[src/rtl/id_stage_pipe_pkg.sv]
// rtl/id_stage_pipe_pkg.sv - shared MIPS opcode/function constants for the decode stage
package id_stage_pipe_pkg;

  typedef enum logic [5:0] {
    OP_R_FORM = 6'h00,
    OP_J      = 6'h02,
    OP_JAL    = 6'h03,
    OP_BEQ    = 6'h04,
    OP_BNE    = 6'h05,
    OP_ADDI   = 6'h08,
    OP_ADDIU  = 6'h09,
    OP_SLTI   = 6'h0A,
    OP_SLTIU  = 6'h0B,
    OP_ANDI   = 6'h0C,
    OP_ORI    = 6'h0D,
    OP_XORI   = 6'h0E,
    OP_LUI    = 6'h0F,
    OP_LW     = 6'h23,
    OP_SW     = 6'h2B
  } opcode_e;

  typedef enum logic [5:0] {
    FN_JR    = 6'h08,
    FN_JALR  = 6'h09,
    FN_MTHI  = 6'h11,
    FN_MTLO  = 6'h13,
    FN_MULT  = 6'h18,
    FN_MULTU = 6'h19,
    FN_DIV   = 6'h1A,
    FN_DIVU  = 6'h1B
  } func_e;

  // R-form ops that only touch HI/LO or the PC never write a GPR
  function automatic logic r_form_writes(input logic [5:0] f);
    case (func_e'(f))
      FN_JR, FN_MTHI, FN_MTLO, FN_MULT, FN_MULTU, FN_DIV, FN_DIVU: r_form_writes = 1'b0;
      default: r_form_writes = 1'b1;
    endcase
  endfunction

endpackage

[src/rtl/id_stage_pipe_if.sv]
// rtl/id_stage_pipe_if.sv - IF/ID input, WB write-back and ID/EX output signal bundle
interface id_stage_pipe_if #(
  parameter int DATA_W = 32,
  parameter int ADR_W  = 5
);
  logic              in_valid;
  logic              in_ready;
  logic [31:0]       Ins;
  logic              flush;
  logic              wb_we;
  logic [ADR_W-1:0]  wb_adr;
  logic [DATA_W-1:0] wb_data;
  logic              out_valid;
  logic              out_ready;
  logic [DATA_W-1:0] Rdata1;
  logic [DATA_W-1:0] Rdata2;
  logic [DATA_W-1:0] Ed32;
  logic [ADR_W-1:0]  Wadr;
  logic              WE;
  logic [5:0]        op_q;
  logic [5:0]        func_q;

  modport master (
    output in_valid, Ins, flush, wb_we, wb_adr, wb_data, out_ready,
    input  in_ready, out_valid, Rdata1, Rdata2, Ed32, Wadr, WE, op_q, func_q
  );

  modport slave (
    input  in_valid, Ins, flush, wb_we, wb_adr, wb_data, out_ready,
    output in_ready, out_valid, Rdata1, Rdata2, Ed32, Wadr, WE, op_q, func_q
  );
endinterface

[src/rtl/id_stage_pipe_regfile_2r1w.sv]
// rtl/id_stage_pipe_regfile_2r1w.sv - 2-read 1-write register file, async read, sync write
module regfile_2r1w #(
  parameter int DATA_W   = 32,
  parameter int REG_NUM  = 32,
  parameter int ZERO_REG = 1,
  localparam int ADR_W   = $clog2(REG_NUM)
) (
  input  logic              CLK,
  input  logic              RST,
  input  logic [ADR_W-1:0]  ra1,
  input  logic [ADR_W-1:0]  ra2,
  output logic [DATA_W-1:0] rd1,
  output logic [DATA_W-1:0] rd2,
  input  logic              we,
  input  logic [ADR_W-1:0]  wa,
  input  logic [DATA_W-1:0] wd
);
  logic [DATA_W-1:0] mem [REG_NUM];
  logic              drop;

  assign drop = (ZERO_REG != 0) && (wa == '0);

  always_ff @(posedge CLK or posedge RST) begin
    if (RST) begin
      for (int i = 0; i < REG_NUM; i++) mem[i] <= '0;
    end else if (we && !drop) begin
      mem[wa] <= wd;
    end
  end

  assign rd1 = ((ZERO_REG != 0) && (ra1 == '0)) ? '0 : mem[ra1];
  assign rd2 = ((ZERO_REG != 0) && (ra2 == '0)) ? '0 : mem[ra2];
endmodule

[src/rtl/id_stage_pipe.sv]
// rtl/id_stage_pipe.sv - MIPS decode stage with ID/EX register; ID_WB_BYPASS_EN enables WB forwarding
module id_stage_pipe
  import id_stage_pipe_pkg::*;
#(
  parameter int DATA_W   = 32,
  parameter int REG_NUM  = 32,
  parameter int ZERO_REG = 1
) (
  input logic           CLK,
  input logic           RST,
  id_stage_pipe_if.slave bus
);
  localparam int ADR_W = $clog2(REG_NUM);

  opcode_e           op;
  logic [5:0]        func;
  logic [15:0]       imm;
  logic [ADR_W-1:0]  rs, rt, rd;
  logic [ADR_W-1:0]  dec_wadr;
  logic              dec_we;
  logic [DATA_W-1:0] dec_ed;
  logic [DATA_W-1:0] rf_rd1, rf_rd2, opnd1, opnd2;
  logic              capture;

  logic              valid_q;
  logic [DATA_W-1:0] rdata1_q, rdata2_q, ed_q;
  logic [ADR_W-1:0]  wadr_q;
  logic              we_q;
  logic [5:0]        op_q, func_q;

  assign op   = opcode_e'(bus.Ins[31:26]);
  assign func = bus.Ins[5:0];
  assign imm  = bus.Ins[15:0];
  assign rs   = bus.Ins[21 +: ADR_W];
  assign rt   = bus.Ins[16 +: ADR_W];
  assign rd   = bus.Ins[11 +: ADR_W];

  regfile_2r1w #(
    .DATA_W  (DATA_W),
    .REG_NUM (REG_NUM),
    .ZERO_REG(ZERO_REG)
  ) u_rf (
    .CLK(CLK),
    .RST(RST),
    .ra1(rs),
    .ra2(rt),
    .rd1(rf_rd1),
    .rd2(rf_rd2),
    .we (bus.wb_we),
    .wa (bus.wb_adr),
    .wd (bus.wb_data)
  );

  always_comb begin
    dec_wadr = rt;
    dec_we   = 1'b0;
    dec_ed   = DATA_W'(imm);
    case (op)
      OP_R_FORM: begin
        dec_wadr = rd;
        dec_we   = r_form_writes(func);
      end
      OP_JAL: begin
        dec_wadr = '1;
        dec_we   = 1'b1;
      end
      OP_ADDI, OP_ADDIU, OP_SLTI, OP_SLTIU, OP_LW: begin
        dec_we = 1'b1;
        dec_ed = DATA_W'($signed(imm));
      end
      OP_SW, OP_BEQ, OP_BNE: dec_ed = DATA_W'($signed(imm));
      OP_ANDI, OP_ORI, OP_XORI: dec_we = 1'b1;
      OP_LUI: begin
        dec_we = 1'b1;
        if (DATA_W == 32) dec_ed = DATA_W'(imm) << 16;
      end
      default: ;
    endcase
    if ((ZERO_REG != 0) && (dec_wadr == '0)) dec_we = 1'b0;
  end

`ifdef ID_WB_BYPASS_EN
  // Forward a same-cycle write so the hazard unit needs no extra stall
  always_comb begin
    opnd1 = rf_rd1;
    opnd2 = rf_rd2;
    if (bus.wb_we && (bus.wb_adr == rs) && !((ZERO_REG != 0) && (rs == '0))) opnd1 = bus.wb_data;
    if (bus.wb_we && (bus.wb_adr == rt) && !((ZERO_REG != 0) && (rt == '0))) opnd2 = bus.wb_data;
  end
`else
  assign opnd1 = rf_rd1;
  assign opnd2 = rf_rd2;
`endif

  assign bus.in_ready = !valid_q || bus.out_ready;
  assign capture      = bus.in_valid && bus.in_ready;

  always_ff @(posedge CLK or posedge RST) begin
    if (RST) begin
      valid_q  <= 1'b0;
      rdata1_q <= '0;
      rdata2_q <= '0;
      ed_q     <= '0;
      wadr_q   <= '0;
      we_q     <= 1'b0;
      op_q     <= '0;
      func_q   <= '0;
    end else begin
      if (capture) begin
        rdata1_q <= opnd1;
        rdata2_q <= opnd2;
        ed_q     <= dec_ed;
        wadr_q   <= dec_wadr;
        we_q     <= dec_we && !bus.flush;
        op_q     <= bus.Ins[31:26];
        func_q   <= func;
      end
      // Flush kills the slot even when a new instruction lands in it
      if (bus.flush) begin
        valid_q <= 1'b0;
        we_q    <= 1'b0;
      end else if (capture) begin
        valid_q <= 1'b1;
      end else if (bus.out_ready) begin
        valid_q <= 1'b0;
      end
    end
  end

  assign bus.out_valid = valid_q;
  assign bus.Rdata1    = rdata1_q;
  assign bus.Rdata2    = rdata2_q;
  assign bus.Ed32      = ed_q;
  assign bus.Wadr      = wadr_q;
  assign bus.WE        = we_q;
  assign bus.op_q      = op_q;
  assign bus.func_q    = func_q;
endmodule

[src/flat_wrapper.sv]
// flat-port wrapper written by rule: the top's interface ports become plain ports
module id_stage_pipe_flat import id_stage_pipe_pkg::*;
#(
  parameter int DATA_W   = 32,
  parameter int REG_NUM  = 32,
  parameter int ZERO_REG = 1
)
  (CLK, RST, bus_in_valid, bus_Ins, bus_flush, bus_wb_we, bus_wb_adr, bus_wb_data, bus_out_ready, bus_in_ready, bus_out_valid, bus_Rdata1, bus_Rdata2, bus_Ed32, bus_Wadr, bus_WE, bus_op_q, bus_func_q);
  id_stage_pipe_if #(.DATA_W(DATA_W), .ADR_W((5))) bus_i ();
  input logic CLK;
  input logic RST;
  input wire logic [$bits(bus_i.in_valid)-1:0] bus_in_valid;
  input wire logic [$bits(bus_i.Ins)-1:0] bus_Ins;
  input wire logic [$bits(bus_i.flush)-1:0] bus_flush;
  input wire logic [$bits(bus_i.wb_we)-1:0] bus_wb_we;
  input wire logic [$bits(bus_i.wb_adr)-1:0] bus_wb_adr;
  input wire logic [$bits(bus_i.wb_data)-1:0] bus_wb_data;
  input wire logic [$bits(bus_i.out_ready)-1:0] bus_out_ready;
  output wire logic [$bits(bus_i.in_ready)-1:0] bus_in_ready;
  output wire logic [$bits(bus_i.out_valid)-1:0] bus_out_valid;
  output wire logic [$bits(bus_i.Rdata1)-1:0] bus_Rdata1;
  output wire logic [$bits(bus_i.Rdata2)-1:0] bus_Rdata2;
  output wire logic [$bits(bus_i.Ed32)-1:0] bus_Ed32;
  output wire logic [$bits(bus_i.Wadr)-1:0] bus_Wadr;
  output wire logic [$bits(bus_i.WE)-1:0] bus_WE;
  output wire logic [$bits(bus_i.op_q)-1:0] bus_op_q;
  output wire logic [$bits(bus_i.func_q)-1:0] bus_func_q;
  assign bus_i.in_valid = bus_in_valid;
  assign bus_i.Ins = bus_Ins;
  assign bus_i.flush = bus_flush;
  assign bus_i.wb_we = bus_wb_we;
  assign bus_i.wb_adr = bus_wb_adr;
  assign bus_i.wb_data = bus_wb_data;
  assign bus_i.out_ready = bus_out_ready;
  assign bus_in_ready = bus_i.in_ready;
  assign bus_out_valid = bus_i.out_valid;
  assign bus_Rdata1 = bus_i.Rdata1;
  assign bus_Rdata2 = bus_i.Rdata2;
  assign bus_Ed32 = bus_i.Ed32;
  assign bus_Wadr = bus_i.Wadr;
  assign bus_WE = bus_i.WE;
  assign bus_op_q = bus_i.op_q;
  assign bus_func_q = bus_i.func_q;
  id_stage_pipe #(.DATA_W(DATA_W), .REG_NUM(REG_NUM), .ZERO_REG(ZERO_REG)) u_core (.CLK(CLK), .RST(RST), .bus(bus_i));
endmodule
[config.mk]
export PLATFORM = sky130hd
export DESIGN_NAME = id_stage_pipe_flat
export DESIGN_NICKNAME = d
export VERILOG_FILES = /design/src/rtl/id_stage_pipe_pkg.sv /design/src/rtl/id_stage_pipe_if.sv /design/src/rtl/id_stage_pipe_regfile_2r1w.sv /design/src/rtl/id_stage_pipe.sv /design/src/flat_wrapper.sv
export SDC_FILE = /design/constraint.sdc
export NUM_CORES = 2
export LEC_CHECK = 0
export ABC_CLOCK_PERIOD_IN_PS = 38800
export CORE_UTILIZATION = 40
export DETAILED_ROUTE_END_ITERATION = 10
export GPL_ROUTABILITY_DRIVEN = 0
export GPL_TIMING_DRIVEN = 0
export PLACE_DENSITY = 0.54
export SLEW_MARGIN = 0
export SYNTH_ARGS = -nofsm -noshare
export SYNTH_HDL_FRONTEND = slang
export SYNTH_SLANG_ARGS = --single-unit
[constraint.sdc]
create_clock -name CLK -period 38.8 [get_ports CLK]
set_input_delay 9.7 -clock CLK [delete_from_list [all_inputs] [get_ports CLK]]
set_output_delay 9.7 -clock CLK [all_outputs]
set_load 0.01 [all_outputs]
* Word level (Yosys, flattened, before mapping)
Index checks and enable logic that the tools add are counted.
Storage, ports and cells: bits in registers 1139, word-level logic and storage cells 106, bits of input ports 75, output and inout bits 116
Operators by class: order comparisons 4, mux-type cells 21, equal/unequal tests 20, reductions and logical operators 18, bitwise gates (word level) 3
Operator list (count):
- bitwise mux 1024 bit | 1
- binary-select mux 32 bit (select 5 bit) | 2
- 2-to-1 mux 32 bit | 7
- demux 32 bit (select 5 bit) | 1
- case mux 32 bit (2 select lines) | 1
- equality test 6 x 4 -> 1 bit (second input constant) | 9
- equality test 6 x 5 -> 1 bit (second input constant) | 6
- zero test 5 bit | 4
- >= comparator 6 bit (second input constant) | 3
- inverter 5 -> 6 bit | 3
- equality test 6 x 3 -> 1 bit (second input constant) | 2
- equality test 6 bit (second input constant) | 2
- case mux 5 bit (2 select lines) | 1
- OR reduction 10 bit | 1
- OR reduction 8 bit | 1
- 2-to-1 mux 1 bit | 7
- OR reduction 7 bit | 1
- equality test 6 x 2 -> 1 bit (second input constant) | 1
- zero test 6 bit | 1
- < comparator 6 x 1 -> 1 bit (second input constant) | 1
- logical AND 1 bit | 4
- zero test 1 bit | 3
- nonzero test 3 bit | 1
- case mux 1 bit (2 select lines) | 1
- other kinds (2) | 2

* Longest topological paths before layout
depth in word-level cells 8, depth in mapped cells 10, mapped depth without buffers 5

* By module
A second synthesis with hierarchy kept.
Unflattened totals: cell total of the unflattened synthesis 4208, area total of the unflattened synthesis 59054.1 sq um
By module, submodules not included:
- regfile_2r1w | times used 1, area an instance 54487.3 sq um, seq. area each 25624.6 sq um, cells each 3702
- id_stage_pipe | times used 1, area an instance 4566.9 sq um, seq. area each 2877.8 sq um, cells each 506

* Worst setup path before layout
No wires, ideal clock.
path type in2out, start point input bus_out_ready, end point output bus_in_ready, stages 1, required time 29100 ps, setup slack 19198 ps, arrival 9902 ps, path buffers 0, path through nand2b_1
Between the ends: cells in the longest elaborated chain, start to end 1
RTL lines:
- start, declared | line flat_wrapper.sv:18 | input wire logic [$bits(bus_i.out_ready)-1:0] bus_out_ready;
- logical OR 1 bit | line id_stage_pipe.sv:95 | assign bus.in_ready = !valid_q || bus.out_ready;
- end, declared | line flat_wrapper.sv:19 | output wire logic [$bits(bus_i.in_ready)-1:0] bus_in_ready;
Every way passes these cells.

* Final worst setup path
Ends and elaborated chain as after synthesis.

==> run summary <==
status - finished, violations left
violated checks - capacitance limit, slew limit
mapped cell area - 58970 sq um
CP Launch Type - primary input
Routed WL - 260.4 mm
number of global-route vias before repair - 43470
clk slew on worst S/H paths - 0.06 ns
Starting Density - 40.41%
Final ANT Viol Nets - 0
setup TNS - 0 ns
synth unique cells - 57
worst-margin pin slew - 1.703 ns
post-synthesis sequential area ratio - 48.33%
fin crit period - 20.99 ns
most common cell in the netlist - dfrtp_1
kind of critical path - primary input to output pin
I/O Buffers - 184
synthesized area per cell - 13.36 sq um
num rows - 140
ys async rst share - 100.0%
synth warn - 0
gr ovfl total - 0
Hold/Removal Path Class - register to register
CTS resizes - 0
nets - 4844
Core ar. - 145900 sq um
share of cells above drive strength 1 - 35.04%
# clock sinks - 1139
Post-Synthesis Cells - 4413
DP Area - 63910 sq um
CTS Hold Buffers Added - 0
GR Util All Layers - 34.86%
top-area cell type share of the netlist area - 48.33%
die area - 149000 sq um
worst r2r path cells - 7
Synth area leader - dfrtp_1
largest net degree at the start of global routing - 42
Synth Net Count - 4488
first-pass GRT wire length - 355.9 mm
maximum fanout along the worst path - 5
I/O Pins - 191
fin crit share - 54.10%
Slew Limit Fails - 88
Worst Path Required - 29.10 ns
RSZ-0062 raised after global routing - false
CTS tree - built
Power Total - 3.608 mW
Die X - 386.0 um
P_leak - 30.17 nW
Final Setup Violations - 0
root buffer cell - clkbuf_16
hpwl dp - 177.4 mm
Final Cell Area - 68410 sq um
Final Non-Filler Cells - 6803
synth top area cells - dfrtp_1, mux2_2, mux4_2, mux2i_1, a22oi_1
Via Count - 44130
Pre-antenna DRT Iters - 8
Rel. slew slack - -13.55%
drt drc - 0
WL per Instance - 38.27 um
CP Capture Type - output pin
Hold Path Stages - 2
arrival time worst endpoint - 11.29 ns
cell count after placement - 6547
Chip Height - 386.0 um
Top FF cell, synth - dfrtp_1
clock latency on the worst-skew pair - 0.80 ns
postcts setup bufs - 0
clk buf depth - 3
via/cell ratio - 6.487
VDD IR-drop max - 0.04773 mV
final hold vios - 0
number of synthesized flops with an enable pin - 0
Num CTS Buffers - 136
Area Overhead vs Synth - 16.00%
H-Tree Level Count - 4
Worst Skew - 0.02707 ns
DR iter-0 viols - 5234
Max Cap Viol - 8
pwr dens - 52.74 nW/um^2
Yosys reg bits - 1139
Max Clk Rate - 47.64 MHz
initial antenna violation count - 10
synth cell count leaders - dfrtp_1, mux2_2, mux2i_1, clkbuf_1, mux4_2
-- cell type report --
cell class | instances | area (sq um)
antenna | 12 | 30.03
clock buffer | 209 | 4113
fill | 13150 | 77510
inverter | 5 | 22.52
clock inverter | 34 | 342.8
tap | 1917 | 2399
multi-input combinational | 2808 | 28260
sequential | 1139 | 28500
timing repair buffer | 218 | 2517
buffer | 461 | 2222
-- per-stage QoR --
| step | hold WS, ns | worst slack (ns) | util, % |
|---|---|---|---|
| floorplan | 0.4413 | 13.38 | - |
| global placement | 0.4532 | 5.486 | 43.32 |
| detailed placement | 0.4631 | 17.84 | 43.80 |
| CTS | 0.4769 | 17.82 | 46.85 |
| global route | 0.4910 | 17.82 | 46.86 |
| finish | 0.4767 | 17.81 | 46.88 |
-- layer usage --
layer	track usage, %	vias up	part of all wire (%)
li1	-	17400	-
met1	45.95	23380	40
met2	51.65	2676	44
met3	9.887	660	9.9
met4	18.94	8	5.9
met5	0.3249	-	0.038
-- power breakdown --
group / internal [mW] / leakage (nW) / switching (mW) / total (mW)
sequential: 1.41 / 14.6 / 0.172 / 1.58
combinational: 0.378 / 13.4 / 0.342 / 0.720
clock: 0.763 / 2.21 / 0.546 / 1.31
-- logic make-up (layout without fill, tap and decap cells) --
kind of cell           Yosys count  count (layout)  share of synthesized area (%)
AND/OR/NAND/NOR                418             418                          3.335
flip-flops                    1139            1139                          48.33
multiplexers                  1795            1795                          37.53
other                            0              12                              0
AO/OA/AOI/OAI                  595             595                          7.034
buffers and inverters          466             927                          3.768
-- state kept, by name, indices dropped and copies added (netlist names) --
signal                count
u_core.bus.Ed32          32
u_core.bus.Rdata1        32
u_core.bus.Rdata2        32
u_core.bus.WE             1
u_core.bus.Wadr           5
u_core.bus.func_q         6
u_core.bus.op_q           6
u_core.bus.out_valid      1
u_core.u_rf.mem        1024
-- worst paths after layout --
path | startpoint | endpoint | slack [ns]
setup reg to reg | u_core.bus.out_valid | u_core.bus.Rdata1[0] | 34.49
max in group asynchronous | RST | u_core.u_rf.mem[239] | 27.34
min in group asynchronous | RST | u_core.bus.Ed32[8] | 9.41
hold reg to reg | u_core.bus.op_q[4] | u_core.bus.op_q[4] | 0.48
setup / recovery | bus_out_ready | bus_in_ready | 17.81
hold / removal | u_core.bus.op_q[4] | u_core.bus.op_q[4] | 0.48
-- worst max-delay path, stage by stage --
cell             delay (ns)
clkdlybuf4s50_1        0.46
nand2b_1               0.48
clkdlybuf4s50_1        0.65
-- cells in the final DEF (no fill, tap or decap), types with 16 or more instances in the layout --
cell type and count:
o211ai_1 16, mux2i_1 510, buf_4 29, clkbuf_16 140, buf_12 38, buf_1 57, nor4b_1 18, mux4_2 227
a221oi_1 36, a21oi_1 67, clkinv_2 18, mux2_2 1058, o22ai_1 127, nor2_1 121, or4_1 32, a221o_1 31
clkbuf_1 268, o21ai_0 33, o21ai_1 31, clkbuf_8 35, o31ai_1 28, clkdlybuf4s50_1 184, a22oi_1 153, dfrtp_1 1139
nand2_1 172, buf_2 106, a21boi_0 24
Power figures use the tool's default switching activity.
